==> src/rtl/ht_cmd_arb_mc.sv <==
// Round-robin command arbiter in front of the in-order hash table pipeline.
// A tag FIFO steers each pipeline result back to the channel that issued its command.
module ht_cmd_arb_mc #(
  parameter int CHANNELS        = 4,
  parameter int CMD_W           = 50,
  parameter int RES_W           = 53,
  parameter int MAX_OUTSTANDING = 16
) (
  input  logic                                 clk_i,
  input  logic                                 rst_n_i,
  input  logic [CHANNELS*CMD_W-1:0]            ch_cmd_i,
  input  logic [CHANNELS-1:0]                  ch_cmd_valid_i,
  output logic [CHANNELS-1:0]                  ch_cmd_ready_o,
  output logic [CHANNELS*RES_W-1:0]            ch_res_o,
  output logic [CHANNELS-1:0]                  ch_res_valid_o,
  input  logic [CHANNELS-1:0]                  ch_res_ready_i,
  output logic [CMD_W-1:0]                     ht_cmd_o,
  output logic                                 ht_cmd_valid_o,
  input  logic                                 ht_cmd_ready_i,
  input  logic [RES_W-1:0]                     ht_res_i,
  input  logic                                 ht_res_valid_i,
  output logic                                 ht_res_ready_o,
  output logic [$clog2(MAX_OUTSTANDING+1)-1:0] outstanding_o,
  output logic                                 err_orphan_o
);

  localparam int TAG_W = $clog2(CHANNELS);
  localparam int PTR_W = $clog2(MAX_OUTSTANDING);
  localparam int CNT_W = $clog2(MAX_OUTSTANDING+1);

  logic [TAG_W-1:0] rrPtr_q, rrPtr_d;
  logic [CMD_W-1:0] cmd_q, cmd_d;
  logic             cmdValid_q, cmdValid_d;
  logic [PTR_W-1:0] wrPtr_q, wrPtr_d;
  logic [PTR_W-1:0] rdPtr_q, rdPtr_d;
  logic [CNT_W-1:0] count_q, count_d;
  logic             errOrphan_q, errOrphan_d;
  logic [TAG_W-1:0] tagMem_q [MAX_OUTSTANDING];

  logic [TAG_W-1:0] grant;
  logic             grantFound;
  logic [TAG_W:0]   scanSum;
  logic [TAG_W-1:0] scanIdx;
  logic [CMD_W-1:0] grantCmd;
  logic             fifoFull;
  logic             fifoEmpty;
  logic             load;
  logic             push;
  logic             pop;
  logic [TAG_W-1:0] head;
  logic             resReady;

  assign fifoFull  = (count_q == CNT_W'(MAX_OUTSTANDING));
  assign fifoEmpty = (count_q == '0);

  // First valid channel at or above the RR pointer, wrapping past the top channel.
  always_comb begin
    grant      = '0;
    grantFound = 1'b0;
    scanSum    = '0;
    scanIdx    = '0;
    for (int i = 0; i < CHANNELS; i++) begin
      scanSum = {1'b0, rrPtr_q} + (TAG_W+1)'(i);
      if (scanSum >= (TAG_W+1)'(CHANNELS)) begin
        scanSum = scanSum - (TAG_W+1)'(CHANNELS);
      end
      scanIdx = scanSum[TAG_W-1:0];
      if (!grantFound && ch_cmd_valid_i[scanIdx]) begin
        grantFound = 1'b1;
        grant      = scanIdx;
      end
    end
  end

  always_comb begin
    grantCmd = '0;
    for (int c = 0; c < CHANNELS; c++) begin
      if (grant == TAG_W'(c)) begin
        grantCmd = ch_cmd_i[c*CMD_W +: CMD_W];
      end
    end
  end

  // grantFound is equivalent to |ch_cmd_valid_i.
  assign load = (!cmdValid_q || ht_cmd_ready_i) && !fifoFull && grantFound;
  assign push = load;
  assign pop  = ht_res_valid_i && resReady && !fifoEmpty;

  always_comb begin
    ch_cmd_ready_o        = '0;
    ch_cmd_ready_o[grant] = load;
  end

  always_comb begin
    cmd_d      = cmd_q;
    cmdValid_d = cmdValid_q;
    rrPtr_d    = rrPtr_q;
    if (load) begin
      cmd_d      = grantCmd;
      cmdValid_d = 1'b1;
      if (grant == TAG_W'(CHANNELS-1)) begin
        rrPtr_d = '0;
      end else begin
        rrPtr_d = grant + TAG_W'(1);
      end
    end else if (ht_cmd_ready_i) begin
      cmdValid_d = 1'b0;
    end
  end

  always_comb begin
    wrPtr_d = wrPtr_q;
    rdPtr_d = rdPtr_q;
    count_d = count_q;
    if (push) begin
      wrPtr_d = wrPtr_q + PTR_W'(1);
    end
    if (pop) begin
      rdPtr_d = rdPtr_q + PTR_W'(1);
    end
    if (push && !pop) begin
      count_d = count_q + CNT_W'(1);
    end else if (pop && !push) begin
      count_d = count_q - CNT_W'(1);
    end
  end

  assign errOrphan_d = errOrphan_q | (ht_res_valid_i && fifoEmpty);

  always_ff @(posedge clk_i or negedge rst_n_i) begin
    if (!rst_n_i) begin
      rrPtr_q     <= '0;
      cmd_q       <= '0;
      cmdValid_q  <= 1'b0;
      wrPtr_q     <= '0;
      rdPtr_q     <= '0;
      count_q     <= '0;
      errOrphan_q <= 1'b0;
    end else begin
      rrPtr_q     <= rrPtr_d;
      cmd_q       <= cmd_d;
      cmdValid_q  <= cmdValid_d;
      wrPtr_q     <= wrPtr_d;
      rdPtr_q     <= rdPtr_d;
      count_q     <= count_d;
      errOrphan_q <= errOrphan_d;
    end
  end

  // Tag storage needs no reset: the pointers and count alone decide what is live.
  always_ff @(posedge clk_i) begin
    if (push) begin
      tagMem_q[wrPtr_q] <= grant;
    end
  end

  assign head = tagMem_q[rdPtr_q];

  // With no tag outstanding the result is an orphan: accept and drop it.
  always_comb begin
    ch_res_valid_o = '0;
    resReady       = 1'b1;
    if (!fifoEmpty) begin
      ch_res_valid_o[head] = ht_res_valid_i;
      resReady             = ch_res_ready_i[head];
    end
  end

  assign ht_res_ready_o = resReady;
  assign ch_res_o       = {CHANNELS{ht_res_i}};
  assign ht_cmd_o       = cmd_q;
  assign ht_cmd_valid_o = cmdValid_q;
  assign outstanding_o  = count_q;
  assign err_orphan_o   = errOrphan_q;

endmodule

==> config.mk <==
export PLATFORM = sky130hd
export DESIGN_NAME = ht_cmd_arb_mc
export DESIGN_NICKNAME = d
export VERILOG_FILES = /design/src/rtl/ht_cmd_arb_mc.sv
export SDC_FILE = /design/constraint.sdc
export NUM_CORES = 1
export LEC_CHECK = 0
export ABC_AREA = 1
export CAP_MARGIN = 20
export CORE_AREA = 4 4 210 212
export CTS_CLUSTER_SIZE = 10
export DETAILED_ROUTE_END_ITERATION = 10
export DIE_AREA = 0 0 214 216
export SYNTH_ARGS = -nofsm -noshare
export SYNTH_HDL_FRONTEND = slang
export SYNTH_SLANG_ARGS = --single-unit
==> constraint.sdc <==
create_clock -name clk_i -period 6.05 [get_ports clk_i]
set_clock_uncertainty 0.15 [all_clocks]
set_input_delay 1.21 -clock clk_i [delete_from_list [all_inputs] [get_ports clk_i]]
set_output_delay 1.21 -clock clk_i [all_outputs]
set_load 0.01 [all_outputs]
==> summary.md <==
| Metric | Value |
|---|---|
| Minimum clock period | `about 5.3 ns` |
| CTS H-Tree Depth | `3` |
| Clock Sinks | `99` |
| Overall Global Routing Usage | `0.1025` |
| IO Pins | `543` |
| GRT met1 Usage | `0.1091` |
| Critical path endpoint category | `output pin` |
| Met2 global-route usage | `0.1780` |
| Seq/Total Area, Yosys | `0.3578` |
| Ys flop type | `dfrtp_1` |
| Min-delay src | `err_orphan_o` |
| R2r endpoint | `ht_cmd_o[36]` |
| Worst rel slew slack | `0.3602` |
| Avg WL per Cell | `between 15 and 20 µm` |
| Hold buffer count at cts | `0` |
| Hpwl dp | `19.59 mm` |
| Pwr Density | `between 600 and 700 mW/mm²` |
| Largest stage delay, worst path | `0.50 ns` |
| Worst-Skew Late Latency | `0.37 ns` |
| Drc violations | `0` |
| Nets | `1279` |
| Synth top area share | `0.2275` |
| Most frequent cells in the layout | `clkdlybuf4s50_1, nand2_1, nand3_1, nor2_1, dfrtp_1` |
| TritonCTS buffer count | `9` |
| Fin Hold WS | `between 0.3 and 0.4 ns` |
| Number of enable flip-flop cells after synthesis | `32` |
| FF-to-FF Start | `rrPtr_q[0]` |
| Worst-path clk slew | `0.07 ns` |
| Max Freq | `about 0.19 GHz` |
| Total leakage power | `3.818 nW` |
| Antenna violations before repair | `0` |
| Most Used Layer, Global Route | `met2` |
| Post-route setup slack | `0.7465 ns` |
| Pin count of the biggest net entering global routing | `80` |
| CTS tree | `done` |
| Crit Path Class | `input pin to output pin` |
| Chip Height | `between 200 and 250 µm` |
| Yosys cell types | `37` |
| Pwr Total | `about 0.0060 W` |
| Worst slew pin tran | `about 0.96 ns` |
| Floorplan row count | `75` |
| Die Width | `~210 µm` |
| Post-synth net total | `1237` |
| Final core occ | `0.2243` |
| Gpl congestion | `roughly 0.77` |
| RSZ-0062 raised after global routing | `no` |
| Number of cells on the worst hold path | `1` |
| Yosys top cell by area | `dfrtp_1` |
| Max Buffers Root-to-Sink | `2` |
| Met3 Track Usage GR | `0.03924` |
| Critical path arrival | `just under 4 ns` |
| Post_cts resized | `0` |
| Syn avg cell area | `between 7 and 8 µm²` |
| Reg2reg path depth | `18` |
| FF-to-FF setup slack | `2.07 ns` |
| Fin. max-slew vios | `0` |
| Vias in the first global route | `6523` |
| Post-CTS setup buffer count | `0` |
| Worst Hold Path EP | `err_orphan_o` |
| Routed Antenna Nets | `0` |
| Crit path top cell by count | `inv_1` |
| Die ar. | `between 0.04 and 0.05 mm²` |
| Period utilisation layout | `0.8766` |
| Iter 0 DRT Violations | `280` |
| Worst slack at placement | `0.7329 ns` |
| Final setup TNS | `0 ns` |
| First-pass GRT wire length | `37.02 mm` |
| Yosys warnings | `0` |
| Most common cell after layout, fill and taps aside | `clkdlybuf4s50_1` |
| Critical Path RT | `roughly 4.7 ns` |
| Core area | `approximately 0.042 mm²` |
| Critical path cell sequence | `clkdlybuf4s50_1 > inv_1 > nand2_1 > o21ai_1 > or2_2 > nand2_1 > inv_1 > nand2_2 > nor2_4 > nand2_1 > o2111ai_1 > o21ai_0 > inv_1 > ha_1 > inv_1 > nor2_4 > clkdlybuf4s50_1` |
| Grt total ovfl | `0` |
| Setup crit start kind | `input pin` |
| Detailed Route WL | `24.35 mm` |
| Hold Path Class | `flop to flop` |
| Status | `finished, final reports clean` |
| Max rail drop VDD | `between 0.0002 and 0.0003 V` |
| Share of cells above drive strength 1 | `0.04776` |
| DR vias | `6067` |
| CTS Root Cell | `clkbuf_16` |
| Drt pass-1 iters | `4` |
| Critical path's slowest cell | `clkdlybuf4s50_1` |
| Final setup fails | `0` |
| Critical path fanouts, max | `3` |
| # Max-Cap Violations | `0` |
| FFs w/ async S/R, synth | `0.6768` |
| Initial Utilization | `0.1757` |
| Gate count of the mapped netlist | `about 960` |
| Final Hold Vio Count | `0` |
| Area delta synth->final | `27.65%` |
| Synthesized area | `0.007371 mm²` |
| IO Port Bufs | `~280` |
| Vias per inst | `slightly below 4` |
| Fillcell total | `~4600` |
| FF+latch count, synth | `between 90 and 100` |
| Largest cells by area after synthesis | `dfrtp_1, buf_4, nand2_1, edfxtp_1, nand3_1` |
## sequential cells by signal, indices dropped and copies added, names as in the netlist
name            cells
wrPtr_q             4
tagMem_q           32
rrPtr_q             2
ht_cmd_o           50
err_orphan_o        1
ht_cmd_valid_o      1
rdPtr_q             4
outstanding_o       5
## cells by family (layout without fill, tap and decap cells)
logic type,after synthesis,after routing,share of synthesized area
buffers and inverters,297,344,0.2665
AOI/OAI and AO/OA,102,102,0.09218
DFF,99,99,0.3578
and+or+nand+nor,438,438,0.2482
other,0,1,0
xor gates and xnor gates,8,8,0.01053
adders and majority gates,14,14,0.02478
## Yosys cell counts, types with 3 or more instances
library cell	number
edfxtp_1	32
inv_1	37
nor2_1	68
o21ai_0	37
clkbuf_1	23
xor2_1	6
a221oi_1	21
dfrtp_1	67
inv_2	4
nand3_1	81
nand2_1	270
buf_6	4
a22oi_1	29
nor2_4	3
nand4_1	4
ha_1	13
buf_2	16
o21ai_1	5
buf_4	213
a21oi_1	4
## critical path, delay by kind of cell
family	cells	cell delay, ns
compound gates	3	0.38
fa+ha+maj	1	0.28
buf+inv	6	1.34
simple gates	7	0.72
## layer usage
metal / vias to the layer above / share of wire
met5: - / 0
met4: 0 / 0.041
met3: 40 / 0.096
met2: 325 / 0.48
met1: 2711 / 0.38
li1: 2991 / -
## final cells by class
class                           instances  area [µm²]  area share
Tap cell                              539       674.4     0.07168
Antenna cell                            1       2.502   0.0002660
Timing Repair Buffer                  287        2845      0.3024
Multi-Input combinational cell        562        2781      0.2956
Inverter                               41       153.9     0.01636
Clock inverter                          7       88.84    0.009441
Clock buffer                            9       225.2     0.02394
Sequential cell                        99        2638      0.2803
## per-stage QoR
step | cell area, µm² | instances
5_1_grt | 9407 | 1544
4_1_cts | 9407 | 1544
6_report | 9409 | 1545
2_1_floorplan | 7371 | 958
3_3_place_gp | 9092 | 1528
3_5_place_dp | 9092 | 1528
## worst max path at each step
stage	start	cells past startpoint	end	slack (ns)
after floorplan	ch_cmd_valid_i[1]	17	ch_cmd_ready_o[2]	1.42
after global placement	ch_cmd_valid_i[1]	16	ch_cmd_ready_o[3]	0.73
after detailed placement	ch_cmd_valid_i[1]	17	ch_cmd_ready_o[3]	0.73
after CTS	ch_cmd_valid_i[1]	16	ch_cmd_ready_o[3]	0.71
after global routing	ch_cmd_valid_i[3]	14	ch_cmd_ready_o[3]	0.47
final	ch_cmd_valid_i[1]	17	ch_cmd_ready_o[3]	0.75
## report_power, final
part | internal [W] | switching, W | total (W)
sequential | 0.00107 | 0.000196 | 0.00126
clock | 0.000298 | 0.000314 | 0.000612
combinational | 0.00158 | 0.00252 | 0.00410
total | 0.00295 | 0.00303 | 0.00597
(Power assumes the default switching activity.)
